File: src/rtl/syn_current_accum.sv
// Synaptic current accumulator: event FIFO feeding two saturating accumulators,
// delivered to the decay stage as a one-cycle write at each timestep boundary.
module syn_current_accum #(
   parameter int W     = 17,
   parameter int DEPTH = 4,
   parameter int CW    = 3
) (
   input  logic         clk,
   input  logic         rst,
   input  logic         ev_valid,
   output logic         ev_ready,
   input  logic         ev_sel,
   input  logic [W-1:0] ev_weight,
   input  logic         step,
   output logic         busy,
   output logic         write,
   output logic [W-1:0] curr_in1,
   output logic [W-1:0] curr_in2,
   output logic         sat
);

   localparam int AW = CW - 1;

   typedef enum logic [1:0] {ACCUM, DRAIN, FLUSH} state_t;

   state_t          state, state_nxt;
   logic [W:0]      mem [DEPTH];
   logic [AW-1:0]   wr_ptr, rd_ptr;
   logic [CW-1:0]   count, drain_cnt, drain_cnt_nxt, remain;
   logic [W-1:0]    acc1, acc2, acc1_nxt, acc2_nxt;
   logic            sat_pend, sat_pend_nxt;
   logic            push, pop, full, empty;
   logic [W:0]      head;
   logic [W-1:0]    add_a, sum_sat;
   logic [W:0]      wide;
   logic            add_ovf;

   assign full     = (count == CW'(DEPTH));
   assign empty    = (count == '0);
   assign ev_ready = !full;
   assign push     = ev_valid && ev_ready;
   assign head     = mem[rd_ptr];
   assign busy     = (state == DRAIN) || (state == FLUSH);

   // Saturating add of the head weight into whichever accumulator it targets
   always_comb begin
      add_a   = head[W] ? acc2 : acc1;
      wide    = {add_a[W-1], add_a} + {head[W-1], head[W-1:0]};
      add_ovf = wide[W] ^ wide[W-1];
      if (!add_ovf)
         sum_sat = wide[W-1:0];
      else if (wide[W])
         sum_sat = {1'b1, {(W-1){1'b0}}};
      else
         sum_sat = {1'b0, {(W-1){1'b1}}};
   end

   always_comb begin
      state_nxt     = state;
      drain_cnt_nxt = drain_cnt;
      pop           = 1'b0;
      remain        = '0;
      acc1_nxt      = acc1;
      acc2_nxt      = acc2;
      sat_pend_nxt  = sat_pend;
      case (state)
         ACCUM: begin
            pop    = !empty;
            remain = count - CW'(pop);
            if (step) begin
               drain_cnt_nxt = remain;
               state_nxt     = (remain != '0) ? DRAIN : FLUSH;
            end
         end
         DRAIN: begin
            pop = !empty && (drain_cnt != '0);
            if (pop) begin
               drain_cnt_nxt = drain_cnt - CW'(1);
               if (drain_cnt == CW'(1))
                  state_nxt = FLUSH;
            end
         end
         FLUSH: begin
            state_nxt    = ACCUM;
            acc1_nxt     = '0;
            acc2_nxt     = '0;
            sat_pend_nxt = 1'b0;
         end
         default: state_nxt = ACCUM;
      endcase
      if (pop) begin
         if (head[W])
            acc2_nxt = sum_sat;
         else
            acc1_nxt = sum_sat;
         if (add_ovf)
            sat_pend_nxt = 1'b1;
      end
   end

   always_ff @(posedge clk) begin
      if (push)
         mem[wr_ptr] <= {ev_sel, ev_weight};
   end

   // Outputs load on the edge entering FLUSH so they are valid with write
   always_ff @(posedge clk or posedge rst) begin
      if (rst) begin
         state     <= ACCUM;
         wr_ptr    <= '0;
         rd_ptr    <= '0;
         count     <= '0;
         drain_cnt <= '0;
         acc1      <= '0;
         acc2      <= '0;
         sat_pend  <= 1'b0;
         write     <= 1'b0;
         curr_in1  <= '0;
         curr_in2  <= '0;
         sat       <= 1'b0;
      end else begin
         state     <= state_nxt;
         drain_cnt <= drain_cnt_nxt;
         acc1      <= acc1_nxt;
         acc2      <= acc2_nxt;
         sat_pend  <= sat_pend_nxt;
         if (push)
            wr_ptr <= wr_ptr + AW'(1);
         if (pop)
            rd_ptr <= rd_ptr + AW'(1);
         case ({push, pop})
            2'b10:   count <= count + CW'(1);
            2'b01:   count <= count - CW'(1);
            default: count <= count;
         endcase
         write <= (state_nxt == FLUSH);
         if (state_nxt == FLUSH) begin
            curr_in1 <= acc1_nxt;
            curr_in2 <= acc2_nxt;
            sat      <= sat_pend_nxt;
         end
      end
   end

endmodule
File: config.mk
export PLATFORM = sky130hd
export DESIGN_NAME = syn_current_accum
export DESIGN_NICKNAME = d
export VERILOG_FILES = /design/src/rtl/syn_current_accum.sv
export SDC_FILE = /design/constraint.sdc
export NUM_CORES = 1
export LEC_CHECK = 0
export BUFFER_PORTS_ARGS = -buffer_cell sky130_fd_sc_hd__buf_2
export CAP_MARGIN = 5
export CORE_UTILIZATION = 64
export CTS_CLUSTER_SIZE = 24
export DETAILED_ROUTE_END_ITERATION = 10
export PLACE_DENSITY = 0.88
export SETUP_SLACK_MARGIN = 0.05
export SLEW_MARGIN = 20
export SYNTH_ARGS = -nofsm -noshare
export SYNTH_HDL_FRONTEND = slang
export SYNTH_SLANG_ARGS = --single-unit
File: constraint.sdc
create_clock -name clk -period 12 [get_ports clk]
set_input_delay 1.8 -clock clk [delete_from_list [all_inputs] [get_ports clk]]
set_output_delay 1.8 -clock clk [all_outputs]
set_load 0.01 [all_outputs]
==> impl_results.md, run 1 <==
* Status: completed
* Max-slew violations at 0
* Clk slew on worst S/H paths at roughly 0.060 ns
* Crit path capture type: register
* Layout cells sized above 1 at 0.266
* Main synth FF type: dfrtp_1
* Crit path required time at around 12 ns
* Final wirelength at 14,900 um
* Ports at 60
* Detail Placement HPWL at around 10000 um
* Nets at 650
* Final Hold Viols at 0
* Least-Margin Pin Slew at approximately 1.1 ns
* Synth Area per Inst at 13.6 um2
* RSZ-0062 raised after global routing: no
* DIE AREA at between 10,000 and 15,000 um2
* Mapped Cells at 535
* Mapped Area at 7260 um2
* Critical path data arrival time at approximately 5.3 ns
* Critical Path Start Type: register
* Remaining global-route overflow at 0
* Residual DRC at 0
* TritonRoute pass-1 iters at 7
* Post_cts resized at 0
* Area growth syn-to-layout at 13.6%
* Max Freq at around 200 MHz
* Worst skew pair latency at around 0.43 ns
* EDFF count, synth at between 70 and 80
* CTS tree: done
* Number of setup violations in the final report at 0
* Worst Skew at 0.00825 ns
* Setup Fix Bufs, Post-CTS at 0
* Seq/Total Area, Yosys at 0.584
* Total number of vias at about 4,600
* GP Congestion at roughly 0.90
* Cts hold-fix bufs at 0
* Yosys warns at 0
* Row count at 38
* Yosys top cell by area: edfxtp_1
* CP Class: reg -> reg
* Synth area leaders: edfxtp_1 30%, dfrtp_1 29%, mux2_2 6.1%, mux4_2 5.6%, ha_1 5.2%
* Hold Crit Class: reg -> reg
* DRT iter0 DRCs at 351
* CP Max Fanout at 21
* Vias per inst at between 6 and 7
* Yosys cell types at 58
* Synth async-reset ratio at 0.535
* Max Cap Viol at 0
* Vias in the first global route at ~4,700
* Slew headroom at 0.251
* H-tree Lvls at 4
* Num CTS Buffers at 17
* Root Driver: clkbuf_16
* Port bufs at a little under 60
* ANT nets after route at 0
* Tot GR Track Use at 0.279
* Clk buf depth at 2
* Top-count cell post-synth: dfrtp_1
* Core ar. at 10,900 um2
* Die H at 108 um
* Clk sinks at 155
* Initial core utilization at 0.664
* Initial antenna violation count at 0
* Final Cycle Share at 0.416
* Synth top area share at 0.298
* Fillers at 666
* Chip width at around 110 um
* FF+latch count, synth at 155
* Syn_nets at a little under 600
* Ant diodes at 0
* Wire per inst at slightly below 20 um
* Total negative setup slack at 0 ns
* Maximum number of pins on one net before global-route repair at 84
* First-pass GRT wire length at around 24,000 um
* Commonest cells in the netlist: 83 x dfrtp_1, 72 x edfxtp_1, 39 x mux2_2, 39 x nand2_1, 30 x ha_1
* Min cycle time layout at 4.99 ns
==> flip-flops by register name, indices dropped and copies added (netlist names) <==
| name | count |
|---|---|
| mem | 72 |
| write | 1 |
| sat_pend | 1 |
| acc1 | 17 |
| count | 3 |
| state | 2 |
| curr_in2 | 17 |
| acc2 | 17 |
| rd_ptr | 2 |
| sat | 1 |
| curr_in1 | 17 |
| wr_ptr | 2 |
| drain_cnt | 3 |
==> logic make-up (layout without fill, tap and decap cells) <==
kind of cell    count (synthesis)  after routing  synth area share
flops                         155            155             0.584
simple gates                  108            108            0.0712
compound gates                106            106             0.102
mux                            59             59             0.119
buf+inv                        45            119            0.0264
fa+ha+maj                      41             41            0.0703
xor+xnor                       21             21            0.0264
==> per-layer routing <==
layer  vias up  wire (um)  track usage
li1       2120          -            -
met1      2328       6330        0.368
met2       176       7500        0.461
met3        23        865       0.0597
met4         0        178       0.0994
met5         -          0            0
==> worst max-delay path, cell delays in order (launching register included) <==
cell      delay, ns
dfrtp_1        0.91
mux4_2         0.71
mux2_2         0.40
ha_1           0.21
inv_1          0.09
fa_1           0.22
nor2b_1        0.07
o31a_1         0.30
a211oi_2       0.37
o31ai_2        0.12
xnor2_2        0.63
nor2_1         0.16
or3_4          0.44
o221ai_1       0.23
==> stage by stage <==
stage	cell area [um2]	std cells	util	hold WS, ns	setup slack (ns)
floorplan	7260	535	-	0.463	7.63
global placement	7660	717	0.700	0.466	7.25
detailed placement	7660	717	0.700	0.476	7.08
CTS	8240	749	0.753	0.489	7.04
global route	8240	749	0.754	0.500	6.71
finish	8240	749	0.754	0.486	7.01
==> placed cells by master, fill, tap and decap left out, drive strengths merged, types with 9 or more instances in the layout <==
cell     n
a22o    15
mux4    18
dfrtp   83
xnor2   13
clkbuf  21
o21ai   32
maj3     9
and3     9
nor2    24
edfxtp  72
inv     23
a21oi   14
nand2   39
ha      30
buf     63
mux2    39
==> final cells by class <==
cell class	instances	area (um2)	area share
tap	140	175	0.0212
timing repair buffer	63	329	0.0399
multi-input combinational	335	2830	0.343
clock buffer	21	460	0.0559
inverter	24	91.3	0.0111
clock inverter	11	120	0.0146
sequential	155	4240	0.514
==> final timing paths <==
check                      slack [ns]  depth (start not counted)           to         from
min in group asynchronous        1.56                          3  curr_in2[7]          rst
max in group asynchronous        9.92                          3    rd_ptr[1]          rst
setup / recovery                 7.01                         13  curr_in2[0]    rd_ptr[1]
hold / removal                   0.49                          2  curr_in1[1]  curr_in1[1]
setup reg to reg                 7.01                         13  curr_in2[0]    rd_ptr[1]
hold reg to reg                  0.49                          2  curr_in1[1]  curr_in1[1]
Power of run 1 is not shown: default switching activity piles up to over one toggle a cycle in this logic, so the estimate is an artifact.
==> run 2: changes to the inputs <==
- CORE_UTILIZATION: 64 -> 54
- PLACE_DENSITY: 0.88 -> 0.79
- clock period: 12 -> 4.4 ns (I/O delays scaled with it)
==> run 2 against run 1 <==
  * Cell count grew 6.5%
  * Worst setup slack got worse by 6.7 ns
  * Flip-flop and latch count unchanged
  * Critical path depth rose by 1
  * Via count fell by 0.67%
  * Design area increased by 2.6%
  * Register-to-register slack got worse by 6.7 ns
  * Global-route usage is 4.9 points lower
  * Core utilization shrank 9.7 points
  * Count of clock-buffer cells in the layout is 1 lower
  * Die area is 18% higher
  * First-iteration DRC count decreased by 14%
==> impl_results.md, run 2 (synthesis gave the netlist of run 1 again) <==
* Status: completed
* Critical Path Start: rd_ptr[0]
* Final Hold Viols at 0 (unchanged)
* Worst skew pair latency at 0.44 ns (about the same)
* Worst Skew at 0.0133 ns (+0.00500 ns)
* Vias in the first global route at 4,785 (+2.0%)
* Max reg flops at 72 (unchanged)
* Min cycle time layout at 4.11 ns (-0.882 ns)
* Seq. cell area at 4240 um2 (unchanged)
* Remaining global-route overflow at 0 (unchanged)
* CP Max Fanout at 9 (-57%)
* DRT iter0 DRCs at 301 (-14%)
* GP Congestion at 0.875 (-2.8%)
* CP cell instances: mux4_2, mux2_2, ha_1, inv_1, fa_1, nor2b_1, o31a_1, a211oi_4, o31ai_2, xnor2_2, buf_4, maj3_1, a22o_1, mux2_2
* Most frequent cells in the layout: 83 x dfrtp_1, 72 x edfxtp_1, 59 x buf_2
* Die H at 118 um (+8.7%)
* Row count at 41 (+7.9%)
* CP max stage delay at 0.65 ns (-0.26 ns)
* Worst r2r src: rd_ptr[0]
* Cts hold-fix bufs at 0 (unchanged)
* Post-Place Worst Slack at 0.160 ns (-6.92 ns)
* Worst setup margin at 0.291 ns (-6.72 ns)
* Area after DPL at 7760 um2 (+1.4%)
* ANT nets after route at 0 (unchanged)
* Detail Placement HPWL at 10,200 um (+2.0%)
* Reg with most FFs: mem
* Tot GR Track Use at 0.230 (-0.0493)
* Hold Crit Class: in -> async
* Clk slew on worst S/H paths at 0.07 ns (about the same)
* Max Cap Viol at 0 (unchanged)
* Slew headroom at 0.250 (-0.000334)
* Most frequent CP cell: mux2_2
* Total negative setup slack at 0 ns (unchanged)
* Vias per inst at 5.78 (-6.8%)
* Ant diodes at 0 (unchanged)
* Chip width at 118 um (+8.7%)
* Maximum number of pins on one net before global-route repair at 51 (-39%)
* Commonest non-fill, non-tap cell in the layout: dfrtp_1
* Nets at 667 (+2.6%)
* Footprint of the multi-input gates at 2860 um2 (+0.93%)
* Layout cells sized above 1 at 0.291 (+0.0247)
* Crit path capture type: register
* Total number of vias at 4,616 (-0.67%)
* Port bufs at 59 (unchanged)
* Critical path data arrival time at 4.42 ns (-0.90 ns)
* Clk buf depth at 2 (unchanged)
* Core ar. at 12,900 um2 (+18%)
* Least-Margin Pin Slew at 1.12 ns (+0.000498 ns)
* Max Freq at 243 MHz (+21%)
* Initial core utilization at 0.564 (-0.100)
* Post-route cell area at 8460 um2 (+2.6%)
* TritonRoute pass-1 iters at 7 (unchanged)
* Number of setup violations in the final report at 0 (unchanged)
* Max-slew violations at 0 (unchanged)
* H-tree Lvls at 4 (unchanged)
* CTS tree: done
* Area growth syn-to-layout at 16.5%
* CP Class: reg -> reg
* Residual DRC at 0 (unchanged)
* Root Driver: clkbuf_16
* Fillers at 929 (+39%)
* Ports at 60 (unchanged)
* Initial antenna violation count at 0 (unchanged)
* Final wirelength at 14,700 um (-1.1%)
* Wire per inst at 18.4 um (-7.2%)
* RSZ-0062 raised after global routing: no
* First-pass GRT wire length at 24,400 um (+1.7%)
* Critical Path Start Type: register
* Num CTS Buffers at 17 (unchanged)
* DIE AREA at 13,900 um2 (+18%)
* CP max stage cell: mux4_2
* Clk sinks at 155 (unchanged)
* Crit path required time at 4.71 ns (-7.62 ns)
* Final Cycle Share at 0.934 (+0.518)
==> run 2: critical path: cells and delay by family, from the launching register on <==
family,cells,cell delay [ns]
simple gates,1,0.17
mux,3,1.21
compound gates,4,0.86
flops,1,0.38
buf+inv,2,0.26
xor+xnor,1,0.14
fa+ha+maj,3,0.96
==> run 2: path summary, 6_finish.rpt <==
kind                                end  slack [ns]  cells past startpoint
min reg2reg                curr_in2[11]        0.49                      2
min                             acc2[2]        0.37                      2
max reg2reg                 curr_in2[8]        0.29                     14
min in group clk              mem[0][4]        0.44                      1
max in group asynchronous     wr_ptr[0]        3.08                      3
max                         curr_in2[8]        0.29                     14
==> run 2: repair_timing <==
item / in CTS / in global routing
endpoints found under the setup margin: 0 / 30
setup buffers: 0 / 8
gates resized for setup: 0 / 6
==> run 2: metrics by stage <==
step	hold WS (ns)	instances	utilization
after floorplan	0.463	535	-
after global placement	0.465	758	0.603
after detailed placement	0.473	758	0.603
after CTS	0.390	790	0.650
after global routing	0.437	798	0.657
final	0.368	798	0.657
==> run 2: routing by layer <==
layer / wire length, um / global-route usage
met4: 279 / 0.103
met1: 6630 / 0.318
met2: 7160 / 0.355
met3: 637 / 0.0441
met5: 0 / 0
==> run 2: final cells by class <==
type                    count  share of cell area
well taps                 172              0.0255
multi-input cells         335               0.338
flip-flops and latches    155               0.501
repair buffers             80              0.0540
clock inverters            12              0.0191
clock buffers              20              0.0516
inverters                  24              0.0108
Power of run 2 is left out for the same reason.
==> run 3: changes to the inputs <==
- ABC_AREA: not set -> 1
- REMOVE_ABC_BUFFERS: not set -> 1
==> run 3 against run 2 <==
  * Global-route usage rose by 1.4 points
  * Synthesized cell count rose by 51%
  * First-iteration DRC count rose by 41%
  * Maximum frequency rose by 5.7%
  * Critical path type unchanged
  * Cell count rose by 32%
==> impl_results.md, run 3 <==
* Die H at 119 um (+0.95%)
* Synth Area per Inst at 9.18 um2 (-32%)
* Synth area leaders: edfxtp_1 29%, dfrtp_1 28%, nand2_1 17%, ha_1 5.1%, o21ai_0 3.2%
* Most frequent cells in the layout: 338 x nand2_1, 83 x dfrtp_1, 72 x edfxtp_1
* Seq. cell area at 4240 um2 (unchanged)
* Main synth FF type: dfrtp_1
* Vias per inst at 5.26 (-9.0%)
* CP Max Fanout at 18 (+9)
* GP Congestion at 0.978 (+12%)
* CP max stage cell: dfrtp_1
* Remaining global-route overflow at 0 (unchanged)
* Port bufs at 59 (unchanged)
* DIE AREA at 14,200 um2 (+1.9%)
* Mapped Area at 7400 um2 (+1.9%)
* Number of setup violations in the final report at 0 (unchanged)
* CP cell instances: inv_1, nand3_1, nand2_1, inv_2, nand2_1, nand2_1, ha_1, inv_1, fa_1, o21ai_2, nand2_1, nand2_2, nand2_2, nand2_1, nand2_1, nand2_1, nand3_2, nand2_1, nand2_1, nand2_1, nand2_1, nand2_1, nand2_1
* Status: completed
* Row count at 42 (+2.4%)
* Detail Placement HPWL at 10,700 um (+4.8%)
* Chip width at 119 um (+0.95%)
* Max reg flops at 72 (unchanged)
* Yosys top cell by area: edfxtp_1
* Crit path capture type: register
* Tot GR Track Use at 0.244 (+0.0142)
* Ports at 60 (unchanged)
* CP Class: reg -> reg
* Commonest non-fill, non-tap cell in the layout: nand2_1
* Max-slew violations at 0 (unchanged)
* Clk buf depth at 2 (unchanged)
* Initial core utilization at 0.556 (-0.00713)
* Ant diodes at 0 (unchanged)
* Least-Margin Pin Slew at 0.796 ns (-0.324 ns)
* Num CTS Buffers at 17 (unchanged)
* Setup Fix Bufs, Post-CTS at 0 (unchanged)
* Area growth syn-to-layout at 13.4%
* Synth top area share at 0.292 (-0.00569)
* Vias in the first global route at 5,715 (+19%)
* Yosys warns at 0 (unchanged)
* Slew headroom at 0.469 (+0.218)
* Wire per inst at 14.8 um (-20%)
* Crit path required time at 4.72 ns (about the same)
* DRT iter0 DRCs at 423 (+41%)
* Commonest cells in the netlist: 338 x nand2_1, 83 x dfrtp_1, 72 x edfxtp_1
* Total number of vias at 5,556 (+20%)
* EDFF count, synth at 72 (unchanged)
* CTS tree: done
* Hold Crit Class: in -> async
* Final Cycle Share at 0.883 (-0.0506)
* Min cycle time layout at 3.89 ns (-0.222 ns)
* Cts hold-fix bufs at 0 (unchanged)
* FF+latch count, synth at 155 (unchanged)
* Fin Hold WS at 0.361 ns (-0.00700 ns)
* Yosys cell types at 36 (-38%)
* Total negative setup slack at 0 ns (unchanged)
* Maximum number of pins on one net before global-route repair at 48 (-5.9%)
* Top-count cell post-synth: nand2_1
* ANT nets after route at 0 (unchanged)
* Footprint of the multi-input gates at 2870 um2 (+0.48%)
* Nets at 922 (+38%)
* Seq/Total Area, Yosys at 0.573 (-0.0112)
* Clk sinks at 155 (unchanged)
* Initial antenna violation count at 0 (unchanged)
* Worst Skew at 0.0109 ns (-0.00238 ns)
* First-pass GRT wire length at 26,600 um (+9.2%)
* Final Hold Viols at 0 (unchanged)
* CP max stage delay at 0.74 ns (+0.09 ns)
* Residual DRC at 0 (unchanged)
* Reg with most FFs: mem
* Worst skew pair latency at 0.43 ns (about the same)
* RSZ-0062 raised after global routing: no
* Critical path data arrival time at 4.20 ns (-0.22 ns)
* Max Freq at 257 MHz (+5.7%)
* Layout cells sized above 1 at 0.134 (-0.157)
* Post_cts resized at 0 (unchanged)
* Max Cap Viol at 0 (unchanged)
* Synth async-reset ratio at 0.535 (unchanged)
* Clk slew on worst S/H paths at 0.06 ns (about the same)
* Final wirelength at 15,600 um (+6.1%)
* Root Driver: clkbuf_16
* Mapped Cells at 806 (+51%)
* H-tree Lvls at 4 (unchanged)
* Fillers at 1,114 (+20%)
* Most frequent CP cell: nand2_1
* TritonRoute pass-1 iters at 5 (-2)
* Core ar. at 13,300 um2 (+3.3%)
* Critical Path Start Type: register
==> run 3: cell count changes after synthesis, sizes merged, moves of 18 or more <==
cell	previous run	this run
inv	24	43
mux4	18	0
o21ai	32	56
mux2	39	0
nor2	24	54
nand2	39	346
==> run 3: cell families after synthesis <==
family                   after synthesis  share of synthesized area
buffers and inverters                 69                     0.0392
flip-flops                           155                      0.573
AND/OR/NAND/NOR                      424                      0.227
AO/OA/AOI/OAI                        105                     0.0795
adder cells (fa/ha/maj)               32                     0.0561
multiplexers                           1                    0.00135
XOR/XNOR                              20                     0.0237
==> run 3: layout make-up <==
class | count | share of cell area
clock inverters | 9 | 0.00909
inverters | 43 | 0.0194
clock buffers | 22 | 0.0541
multi-input cells | 582 | 0.342
flip-flops and latches | 155 | 0.505
repair buffers | 69 | 0.0441
well taps | 176 | 0.0262
==> run 3: worst max-delay path, delay by kind of cell, from the launching register on <==
kind	cells	cell delay, ns
buf+inv	3	0.51
compound gates	1	0.22
flops	1	0.74
fa+ha+maj	2	0.58
simple gates	17	1.72
==> run 3: layer usage <==
metal	vias up	routed length [um]	share of wire	GRT usage
met5	-	0	0	0
met4	0	554	0.035	0.135
met3	44	762	0.049	0.0570
met2	163	7540	0.48	0.400
met1	2601	6750	0.43	0.298
li1	2748	-	-	-
==> run 3: through the flow <==
stage                     cells   util  area [um2]  setup slack (ns)
after CTS                  1056  0.631        8390             0.588
after global routing       1056  0.631        8390            0.0934
after global placement     1025  0.591        7860             0.758
final                      1056  0.631        8390             0.513
after detailed placement   1025  0.591        7860             0.616
after floorplan             780      -        7270             0.588
==> run 3: worst paths after layout <==
kind,from,to,slack [ns],cells after the start
setup / recovery,rd_ptr[1],curr_in2[4],0.51,23
hold / removal,rst,write,0.36,2
setup reg to reg,rd_ptr[1],curr_in2[4],0.51,23
hold reg to reg,curr_in1[11],curr_in1[11],0.47,2
max in group asynchronous,rst,curr_in1[8],3.09,3
min in group clk,ev_weight[7],mem[2][7],0.45,1
Power of run 3 is left out for the same reason.
